[config.mk]
export PLATFORM = sky130hd
export DESIGN_NAME = alu_op_sequencer_flat
export DESIGN_NICKNAME = d
export VERILOG_FILES = /design/src/rtl/alu_op_sequencer_if.sv /design/src/rtl/alu_op_sequencer.sv /design/src/flat_wrapper.sv
export SDC_FILE = /design/constraint.sdc
export NUM_CORES = 1
export LEC_CHECK = 0
export CAP_MARGIN = 5
export CORE_MARGIN = 3
export CORE_UTILIZATION = 40
export CTS_CLUSTER_SIZE = 40
export DETAILED_ROUTE_END_ITERATION = 10
export PLACE_DENSITY_LB_ADDON = 0.1
export SLEW_MARGIN = 15
export SYNTH_ARGS = -nofsm -noshare
export SYNTH_HDL_FRONTEND = slang
export SYNTH_SLANG_ARGS = --single-unit
[constraint.sdc]
create_clock -name clk -period 3.25 [get_ports clk]
set_input_delay 0.4875 -clock clk [delete_from_list [all_inputs] [get_ports clk]]
set_output_delay 0.4875 -clock clk [all_outputs]
set_load 0.01 [all_outputs]
[src/rtl/alu_op_sequencer_if.sv]
// Handshake bundle between the instruction source/result consumer and the
// ALU op sequencer: instruction channel in, result channel out.
interface alu_op_sequencer_if;
  logic        in_valid;
  logic        in_ready;
  logic [15:0] in_instr;
  logic        res_valid;
  logic        res_ready;
  logic [7:0]  res_data;
  logic [2:0]  res_flags;
  logic        res_err;

  modport master (
    output in_valid, in_instr, res_ready,
    input  in_ready, res_valid, res_data, res_flags, res_err
  );

  modport slave (
    input  in_valid, in_instr, res_ready,
    output in_ready, res_valid, res_data, res_flags, res_err
  );
endinterface

[src/rtl/alu_op_sequencer.sv]
// Sequencer driving an 8-bit combinational ALU: accept instruction, read
// operands from a 4x8 register file, let the ALU settle one cycle, write
// back and hold the result until the consumer takes it.
module alu_op_sequencer #(
  parameter int DW   = 8,
  parameter int NREG = 4
) (
  input  logic                clk,
  input  logic                rst,
  alu_op_sequencer_if.slave   bus,
  output logic [DW-1:0]       alu_a,
  output logic [DW-1:0]       alu_b,
  output logic [2:0]          alu_ctrl,
  input  logic [DW-1:0]       alu_y,
  input  logic                alu_c,
  input  logic                alu_n,
  input  logic                alu_z,
  input  logic [1:0]          dbg_addr,
  output logic [DW-1:0]       dbg_data
);

  localparam logic [2:0] OP_AND = 3'b000;
  localparam logic [2:0] OP_OR  = 3'b001;
  localparam logic [2:0] OP_ADD = 3'b010;
  localparam logic [2:0] OP_LDI = 3'b011;
  localparam logic [2:0] OP_CMP = 3'b100;
  localparam logic [2:0] OP_NOP = 3'b101;
  localparam logic [2:0] OP_SUB = 3'b110;

  typedef enum logic [1:0] {IDLE, EXEC, WB} state_t;

  state_t                 state;
  logic [NREG-1:0][DW-1:0] rf;
  logic [2:0]             flag_q;
  logic [2:0]             op_q;
  logic [1:0]             rd_q;
  logic [DW-1:0]          imm_q;

  logic [2:0] op_i;
  logic [1:0] rd_i, rs1_i, rs2_i;
  logic [7:0] imm_i;

  assign op_i  = bus.in_instr[15:13];
  assign rd_i  = bus.in_instr[12:11];
  assign rs1_i = bus.in_instr[10:9];
  assign rs2_i = bus.in_instr[8:7];
  assign imm_i = bus.in_instr[7:0];

  assign dbg_data = rf[dbg_addr];

  // Decode the ALU code for an incoming instruction; only legal ALU codes
  // ever leave this block, everything non-ALU maps to the idle code.
  logic [2:0] dec_ctrl;
  logic       dec_use;
  always_comb begin
    dec_ctrl = 3'b000;
    dec_use  = 1'b0;
    case (op_i)
      OP_AND, OP_OR, OP_ADD, OP_SUB: begin dec_ctrl = op_i;   dec_use = 1'b1; end
      OP_CMP:                        begin dec_ctrl = OP_SUB; dec_use = 1'b1; end
      default:                       ;
    endcase
  end

  // Result selection at the end of EXEC: ALU output or substituted values.
  logic [DW-1:0] ex_y;
  logic [2:0]    ex_f;
  logic          ex_wb, ex_fw, ex_err;
  always_comb begin
    ex_y   = alu_y;
    ex_f   = {alu_c, alu_n, alu_z};
    ex_wb  = 1'b0;
    ex_fw  = 1'b0;
    ex_err = 1'b0;
    case (op_q)
      OP_AND, OP_OR, OP_ADD, OP_SUB: begin ex_wb = 1'b1; ex_fw = 1'b1; end
      OP_CMP: ex_fw = 1'b1;
      OP_LDI: begin
        ex_y  = imm_q;
        ex_f  = {2'b00, imm_q == '0};
        ex_wb = 1'b1;
        ex_fw = 1'b1;
      end
      OP_NOP: begin ex_y = '0; ex_f = flag_q; end
      default: begin ex_y = '0; ex_f = flag_q; ex_err = 1'b1; end
    endcase
  end

  // Control FSM with registered handshake, ALU-drive and result outputs.
  always_ff @(posedge clk or posedge rst) begin
    if (rst) begin
      state         <= IDLE;
      rf            <= '0;
      flag_q        <= '0;
      op_q          <= '0;
      rd_q          <= '0;
      imm_q         <= '0;
      alu_a         <= '0;
      alu_b         <= '0;
      alu_ctrl      <= '0;
      bus.in_ready  <= 1'b0;
      bus.res_valid <= 1'b0;
      bus.res_data  <= '0;
      bus.res_flags <= '0;
      bus.res_err   <= 1'b0;
    end else begin
      case (state)
        IDLE: begin
          bus.in_ready <= 1'b1;
          if (bus.in_valid && bus.in_ready) begin
            bus.in_ready <= 1'b0;
            op_q         <= op_i;
            rd_q         <= rd_i;
            imm_q        <= imm_i;
            alu_a        <= dec_use ? rf[rs1_i] : '0;
            alu_b        <= dec_use ? rf[rs2_i] : '0;
            alu_ctrl     <= dec_ctrl;
            state        <= EXEC;
          end
        end
        EXEC: begin
          if (ex_wb) rf[rd_q] <= ex_y;
          if (ex_fw) flag_q   <= ex_f;
          bus.res_data  <= ex_y;
          bus.res_flags <= ex_f;
          bus.res_err   <= ex_err;
          bus.res_valid <= 1'b1;
          alu_a         <= '0;
          alu_b         <= '0;
          alu_ctrl      <= 3'b000;
          state         <= WB;
        end
        WB: begin
          if (bus.res_ready) begin
            bus.res_valid <= 1'b0;
            bus.res_err   <= 1'b0;
            bus.in_ready  <= 1'b1;
            state         <= IDLE;
          end
        end
        default: state <= IDLE;
      endcase
    end
  end

endmodule

[src/flat_wrapper.sv]
// flat-port wrapper written by rule: the top's interface ports become plain ports
module alu_op_sequencer_flat 
#(
  parameter int DW   = 8,
  parameter int NREG = 4
)
  (clk, rst, alu_a, alu_b, alu_ctrl, alu_y, alu_c, alu_n, alu_z, dbg_addr, dbg_data, bus_in_valid, bus_in_instr, bus_res_ready, bus_in_ready, bus_res_valid, bus_res_data, bus_res_flags, bus_res_err);
  alu_op_sequencer_if bus_i ();
  input  logic clk;
  input  logic rst;
  output logic [DW-1:0] alu_a;
  output logic [DW-1:0] alu_b;
  output logic [2:0] alu_ctrl;
  input  logic [DW-1:0] alu_y;
  input  logic alu_c;
  input  logic alu_n;
  input  logic alu_z;
  input  logic [1:0] dbg_addr;
  output logic [DW-1:0] dbg_data;
  input wire logic [$bits(bus_i.in_valid)-1:0] bus_in_valid;
  input wire logic [$bits(bus_i.in_instr)-1:0] bus_in_instr;
  input wire logic [$bits(bus_i.res_ready)-1:0] bus_res_ready;
  output wire logic [$bits(bus_i.in_ready)-1:0] bus_in_ready;
  output wire logic [$bits(bus_i.res_valid)-1:0] bus_res_valid;
  output wire logic [$bits(bus_i.res_data)-1:0] bus_res_data;
  output wire logic [$bits(bus_i.res_flags)-1:0] bus_res_flags;
  output wire logic [$bits(bus_i.res_err)-1:0] bus_res_err;
  assign bus_i.in_valid = bus_in_valid;
  assign bus_i.in_instr = bus_in_instr;
  assign bus_i.res_ready = bus_res_ready;
  assign bus_in_ready = bus_i.in_ready;
  assign bus_res_valid = bus_i.res_valid;
  assign bus_res_data = bus_i.res_data;
  assign bus_res_flags = bus_i.res_flags;
  assign bus_res_err = bus_i.res_err;
  alu_op_sequencer #(.DW(DW), .NREG(NREG)) u_core (.clk(clk), .rst(rst), .bus(bus_i), .alu_a(alu_a), .alu_b(alu_b), .alu_ctrl(alu_ctrl), .alu_y(alu_y), .alu_c(alu_c), .alu_n(alu_n), .alu_z(alu_z), .dbg_addr(dbg_addr), .dbg_data(dbg_data));
endmodule
* After elaboration in Yosys (flattened, before gate mapping)
Index checks and enable logic that the tools add are counted.
** Word-level totals
- Bits in registers :: 83
- Input port bits :: 33
- Word-level logic and storage cells :: 91
** Operators by class
- Order comparisons :: 5
- Equal/unequal tests :: 14
- Mux-type cells :: 33
- Reduce and logical (&&, ||, !) cells :: 22
** Operators with widths (number)
- $mux W8 :: 8
- $bmux W8 S2 :: 3
- $pmux W8 S2 :: 3
- $bwmux W32 :: 1
- $pmux W3 S2 :: 3
- $demux W8 S2 :: 1
- $eq A3 B3 Y1 const B :: 5
- $reduce_or A5 Y1 :: 3
- $reduce_and A2 Y1 :: 7
- $lt A2 B3 Y1 const B :: 4
- $eq A3 B2 Y1 const B :: 3
- $logic_not A8 Y1 :: 1
- $mux W1 :: 7
- $reduce_or A7 Y1 :: 1
- $eq A3 B1 Y1 const B :: 2
- $logic_not A3 Y1 :: 2
- $pmux W1 S2 :: 3
- $pmux W2 S3 :: 1
- $reduce_bool A2 Y1 :: 3
- $reduce_or A6 Y1 :: 1
- $mux W2 :: 2
- $reduce_or A4 Y1 :: 1
- $mux W3 :: 1
- $eq A2 B1 Y1 const B :: 1
- other kinds (6) :: 7

* Depth between registers and ports, before layout
Gate-level depths: netlist (run 1).
- Depth in word-level cells :: 6
- Mapped depth :: 5
- Depth with buffers taken out :: 3

* Worst setup path before layout (run 1)
OpenSTA, ideal clock, no wires.
- Path kind :: input -> output
- Start :: in dbg_addr[1]
- End :: out dbg_data[0]
- Arrival :: 1.457 ns
- Data required time :: 2.762 ns
- Slack :: 1.305 ns
- Stages :: 2
- Buffers on the path :: 1
- Path through :: clkbuf_1 > mux4_2
** Between the ends
- Cells in the longest elaborated chain, start to end :: 2
** Ends and longest elaborated chain
- start: declaration :: RTL line flat_wrapper.sv:18 : input logic [1:0] dbg_addr;
- $bmux W8 S2 :: RTL line alu_op_sequencer.sv:49 : assign dbg_data = rf[dbg_addr];
- $mux W8 (implied by the code) :: RTL line alu_op_sequencer.sv:49
- end: declaration :: RTL line flat_wrapper.sv:19 : output logic [DW-1:0] dbg_data;
No other way between the ends. The select of a mux whose other input is x is not followed.

* Final worst setup path (run 1)
- Start :: in dbg_addr[0]
- End :: out dbg_data[7]
The elaborated chain is that of the path after synthesis.

==> results.sh, run 1 <==
export IMPL_dpl_cell_count=486
export IMPL_wl_per_cell_um=19.12
export IMPL_max_freq_ghz=0.3629
export IMPL_top_layer="met4"
export IMPL_drv_cap=0
export IMPL_wl_met1_mm=4.288
export IMPL_synthTopCellsByArea="dfrtp_1 (51%), mux2_2 (14%), mux4_2 (13%), a32o_1 (3.9%), a2111oi_4 (2.7%)"
export IMPL_final_cells=501
export IMPL_first_iter_violations=94
export IMPL_wl_met3_um=383
export IMPL_firstDrtPassIters=5
export IMPL_grt_pass1_wl_mm=16.04
export IMPL_rsz0062_at_grt="false"
export IMPL_cts_tree="done"
export IMPL_ys_async_sr_fraction=1.000
export IMPL_register_area_sq_mm=0.002077
export IMPL_hold_violations=0
export IMPL_clkTransAtPathRegs_ns=0.08
export IMPL_path_max_fanout=6
export IMPL_via_per_inst=5.441
export IMPL_grtUsageTotal=0.1828
export IMPL_tightest_slew_ns=0.7967
export IMPL_finalMaxSlewViolations=0
export IMPL_setup_viol=0
export IMPL_row_count=36
export IMPL_synth_top_area_cell="dfrtp_1"
export IMPL_hold_path_class="reg2reg"
export IMPL_p_leak_uw=0.002077
export IMPL_total_power_uw=4487
export IMPL_pin_count=74
export IMPL_multi_input_area_sq_mm=0.001854
export IMPL_cp_data_required_time_ns=2.76
export IMPL_fin_hold_ws_ns=0.5082
export IMPL_htreeDepth=3
export IMPL_start_kind="primary input"
export IMPL_peakVddDrop_mv=0.3319
export IMPL_yosys_warnings=0
export IMPL_fin_area_sq_mm=0.005141
export IMPL_cts_sinks=83
export IMPL_antenna_found_initial=0
export IMPL_num_vias=2726
export IMPL_post_dp_cell_area_sq_mm=0.004959
export IMPL_die_area_sq_mm=0.01143
export IMPL_port_buffers=73
export IMPL_clock_path_buffers=2
export IMPL_synth_distinct_cells=28
export IMPL_ctsRootBufferMaster="clkbuf_8"
export IMPL_finalCritPeriodShare=0.8478
export IMPL_gp_congestion=0.7515
export IMPL_synth_edf_count=0
export IMPL_synth_flop_cell="dfrtp_1"
export IMPL_syn_inst=294
export IMPL_coreArea_sq_mm=0.009819
export IMPL_avgSynthCellArea_sq_um=13.85
export IMPL_period_needed_ns=2.755
export IMPL_tns_ns=0
export IMPL_synth_area_sq_mm=0.004071
export IMPL_synth_seq_cells=83
export IMPL_status="finished, final reports clean"
export IMPL_initial_core_util=0.4146
export IMPL_arrival_ns=2.27
export IMPL_syn_to_final_growth_pct=26.28
export IMPL_finalClockSkew_ns=0.008725
export IMPL_numCtsBuffers=9
export IMPL_timing_slew_headroom=0.4688
export IMPL_fp_dieH_um=106.9
export IMPL_grt_pass1_vias=2957
export IMPL_synth_top_area_frac=0.5101
export IMPL_drc_errors=0
export IMPL_cts_hold_buf=0
export IMPL_ys_seq_area_frac=0.5101
export IMPL_crit_path_end_kind="primary output"
export IMPL_critPathKind="in2out"
export IMPL_routed_wirelength_mm=9.578
export IMPL_wl_met2_mm=4.781
export IMPL_cts_resized=0
export IMPL_drive_above_1_share=0.2826
export IMPL_post_cts_setup_buffers=0
export IMPL_fin_nets=397
export IMPL_synth_nets=327
export IMPL_p_per_area_mw_per_mm2=872.7
export IMPL_fillers=888
export IMPL_die_w_um=106.9
export IMPL_clk_latency_ns=0.35
export IMPL_place_hpwl_mm=6.726
export IMPL_drtAntennaViolNets=0
export IMPL_grt_max_degree=45
export IMPL_antenna_cells=0
export IMPL_grt_overflow=0
[report_power, final]
part	leakage, uW	switching [uW]	internal (uW)	total (uW)
Clock	0.0000881	360	349	709
Combinational	0.000947	825	1090	1910
Sequential	0.00104	404	1460	1870
Total	0.00208	1590	2900	4490
[stage by stage]
stage | worst slack (ns) | utilization
final | 0.4948 | 0.5236
after global routing | 0.4420 | 0.5236
after CTS | 0.4822 | 0.5236
after detailed placement | 0.4858 | 0.5050
after global placement | 0.4691 | 0.5050
after floorplan | 0.6257 | -
[sequential cells by signal, summed over array words and instances, names as in the netlist]
| register | flops |
|---|---|
| u_core.bus.in_ready | 1 |
| u_core.alu_a | 8 |
| u_core.alu_ctrl | 3 |
| u_core.bus.res_valid | 1 |
| u_core.bus.res_data | 8 |
| u_core.rf | 32 |
| u_core.alu_b | 8 |
| u_core.flag_q | 3 |
| u_core.bus.res_flags | 3 |
| u_core.rd_q | 2 |
| u_core.bus.res_err | 1 |
| u_core.op_q | 3 |
| u_core.imm_q | 8 |
| u_core.state | 2 |
[worst paths after layout]
check                                        from                     end  slack, ns  depth (start not counted)
max                                   dbg_addr[0]             dbg_data[7]       0.49                          3
min                        u_core.bus.res_data[5]  u_core.bus.res_data[5]       0.51                          1
max reg2reg                       u_core.state[1]           u_core.rf[16]       0.89                          3
min reg2reg                u_core.bus.res_data[5]  u_core.bus.res_data[5]       0.51                          1
max in group asynchronous                     rst  u_core.bus.res_data[4]       2.03                          3
min in group asynchronous                     rst         u_core.alu_a[1]       0.58                          2
[worst max-delay path, cell delays in order]
cell and delay [ns]:
clkdlybuf4s50_1 0.70, mux4_2 0.58, clkdlybuf4s50_1 0.50
[Yosys cell counts (2+ instances only)]
master / instances
a2111oi_4: 4
a21oi_1: 4
a31oi_1: 3
a32o_1: 16
buf_1: 3
buf_2: 4
clkbuf_1: 16
dfrtp_1: 83
inv_1: 13
mux2_2: 52
mux4_2: 24
nand2_1: 10
nand2b_1: 13
nand3_1: 13
nor2_1: 8
nor4_1: 2
o21ai_0: 8
o221ai_1: 8
[kinds of logic (layout without fill, tap and decap cells)]
logic type | count (synthesis) | after routing | synth area share
simple gates | 51 | 51 | 0.06515
buf+inv | 36 | 110 | 0.03442
flops | 83 | 83 | 0.5101
compound gates | 47 | 47 | 0.1109
mux | 77 | 77 | 0.2793
[layout make-up]
type	count	share of cell area
clock buffer	10	0.02482
clock inverter	5	0.01071
inverter	13	0.009735
sequential	83	0.4040
tap	133	0.03237
timing repair buffer	82	0.1577
multi-input combinational	175	0.3607
[cell usage in the layout, fill, tap and decap left out, drive strengths merged, types with 8 or more instances in the layout]
| cell | instances |
|---|---|
| inv | 12 |
| mux4 | 24 |
| a32o | 16 |
| nand2b | 13 |
| nor2 | 8 |
| dfrtp | 83 |
| o221ai | 8 |
| nand3 | 13 |
| clkdlybuf4s50 | 73 |
| mux2 | 53 |
| clkbuf | 10 |
| buf | 9 |
| o21ai | 8 |
| nand2 | 10 |
[routing by layer]
metal,track usage,vias to the layer above
met1,0.2563,1394
met2,0.2950,58
met4,0.05297,0
met3,0.03010,10
li1,-,1264
met5,0,-
No activity file was read; power rests on OpenSTA's default activity.
==> run 2: changes to the inputs <==
clock period = 2.9 ns   (was 3.25 ns; I/O delays follow)
==> run 2 against run 1 <==
Effect of this change:
- sequential share of layout area fell by 0.83 points
- power is 16% higher
- critical endpoint unchanged
- non-clock buffer count is 10 higher
==> results.sh, run 2 (synthesis results as in run 1) <==
export IMPL_status="finished, final reports clean"
export IMPL_htreeDepth=3
export IMPL_fp_dieH_um=106.9
export IMPL_cts_hold_buf=0
export IMPL_p_per_area_mw_per_mm2=990.0
export IMPL_antenna_found_initial=0
export IMPL_r2r_start="u_core.state[1]"
export IMPL_dp_slack_ns=0.2532
export IMPL_slowest_delay_ns=0.72
export IMPL_max_freq_ghz=0.3756
export IMPL_worst_path_most_repeated_cell="clkdlybuf4s50_1"
export IMPL_finalClockSkew_ns=0.009348
export IMPL_firstDrtPassIters=4
export IMPL_tightest_slew_ns=0.7496
export IMPL_fin_nets=407
export IMPL_most_common_layout_cells="dfrtp_1 (83), clkdlybuf4s50_1 (73), mux2_2 (52)"
export IMPL_antenna_cells=0
export IMPL_cts_sinks=83
export IMPL_crit_buf_inv=2
export IMPL_tns_ns=0
export IMPL_total_power_uw=5196
export IMPL_first_iter_violations=120
export IMPL_grt_pass1_wl_mm=15.80
export IMPL_wl_per_cell_um=18.77
export IMPL_via_per_inst=5.446
export IMPL_crit_path_end_kind="primary output"
export IMPL_hold_path_class="reg2reg"
export IMPL_layout_commonest_cell="dfrtp_1"
export IMPL_drc_errors=0
export IMPL_numCtsBuffers=9
export IMPL_initial_core_util=0.4146
export IMPL_coreArea_sq_mm=0.009819
export IMPL_critPathTopFamily="buffers and inverters"
export IMPL_ctsRootBufferMaster="clkbuf_8"
export IMPL_final_cells=511
export IMPL_reg2reg_depth=5
export IMPL_finalCritPeriodShare=0.9180
export IMPL_gp_congestion=0.7792
export IMPL_rsz0062_at_grt="false"
export IMPL_row_count=36
export IMPL_startpoint="dbg_addr[0]"
export IMPL_pin_count=74
export IMPL_dpl_cell_count=496
export IMPL_die_w_um=106.9
export IMPL_drive_above_1_share=0.3042
export IMPL_setup_viol=0
export IMPL_finalMaxSlewViolations=0
export IMPL_p_leak_uw=0.002147
export IMPL_clkTransAtPathRegs_ns=0.09
export IMPL_arrival_ns=2.23
export IMPL_timing_slew_headroom=0.4997
export IMPL_post_cts_setup_buffers=0
export IMPL_largest_reg_flops=32
export IMPL_period_needed_ns=2.662
export IMPL_cts_resized=0
export IMPL_cts_tree="done"
export IMPL_peakVddDrop_mv=0.4732
export IMPL_critPathKind="in2out"
export IMPL_crit_end="dbg_data[7]"
export IMPL_port_buffers=73
export IMPL_fin_ws_ns=0.2378
export IMPL_grt_max_degree=43
export IMPL_slowest_stage="clkdlybuf4s50_1"
export IMPL_path_max_fanout=5
export IMPL_routed_wirelength_mm=9.590
export IMPL_cp_num_cells=3
export IMPL_hold_violations=0
export IMPL_die_area_sq_mm=0.01143
export IMPL_num_vias=2783
export IMPL_drtAntennaViolNets=0
export IMPL_drv_cap=0
export IMPL_grtUsageTotal=0.1811
export IMPL_clk_latency_ns=0.35
export IMPL_grt_overflow=0
export IMPL_r2r_end="u_core.rf[13]"
export IMPL_syn_to_final_growth_pct=28.92
export IMPL_path_cells="clkdlybuf4s50_1 > mux4_2 > clkdlybuf4s50_1"
export IMPL_clock_path_buffers=2
export IMPL_cp_data_required_time_ns=2.47
export IMPL_top_register="u_core.rf"
export IMPL_start_kind="primary input"
export IMPL_grt_pass1_vias=2843
export IMPL_place_hpwl_mm=6.858
export IMPL_r2r_slack_ns=0.80
[run 2: through the flow]
step / hold WS, ns / instance area [sq um] / utilization
4_1_cts: 0.5178 / 5249 / 0.5345
2_1_floorplan: 0.4724 / 4071 / -
6_report: 0.5120 / 5249 / 0.5345
3_3_place_gp: 0.4833 / 5034 / 0.5126
5_1_grt: 0.5324 / 5249 / 0.5345
3_5_place_dp: 0.4978 / 5034 / 0.5126
[run 2: final cells by class]
cell class              count  area (sq um)
clock inverters             5         77.57
fillers                   929          4571
inverters                  13         50.05
well taps                 133         166.4
clock buffers              10         137.6
flip-flops and latches     83          2077
multi-input cells         175          1854
repair buffers             92         885.9
[run 2: worst min path at each step]
stage                                start                     end  slack [ns]  cells past startpoint
floorplan                 u_core.flag_q[1]        u_core.flag_q[1]        0.47                      2
global placement        u_core.alu_ctrl[2]      u_core.alu_ctrl[2]        0.48                      2
detailed placement        u_core.flag_q[2]        u_core.flag_q[2]        0.50                      2
CTS                 u_core.bus.res_data[5]  u_core.bus.res_data[5]        0.52                      1
global route        u_core.bus.res_data[3]  u_core.bus.res_data[3]        0.53                      1
finish                    u_core.flag_q[2]        u_core.flag_q[2]        0.51                      2
[run 2: power breakdown]
group          internal, uW  switching (uW)
registers              1640             405
logic                  1260             975
clock network           501             415
[run 2: layer usage]
| layer | track usage | part of all wire | vias to the layer above |
|---|---|---|---|
| met1 | 0.2624 | 0.46 | 1428 |
| met4 | 0.04932 | 0.0080 | 0 |
| met5 | 0 | 0 | - |
| met3 | 0.03010 | 0.041 | 6 |
| li1 | - | - | 1283 |
| met2 | 0.2842 | 0.49 | 66 |
[run 2: tightest hold or removal path, delay by kind of cell (launching register included)]
kind / cells / cell delay [ns]
AOI/OAI and AO/OA: 2 / 0.14
DFF: 1 / 0.34
==> run 3: changes to the inputs <==
CTS_CLUSTER_SIZE = not set   (was 40)
==> results of run 3 <==
Same layout as run 2: the final DEF is identical, and so are final timing and power.
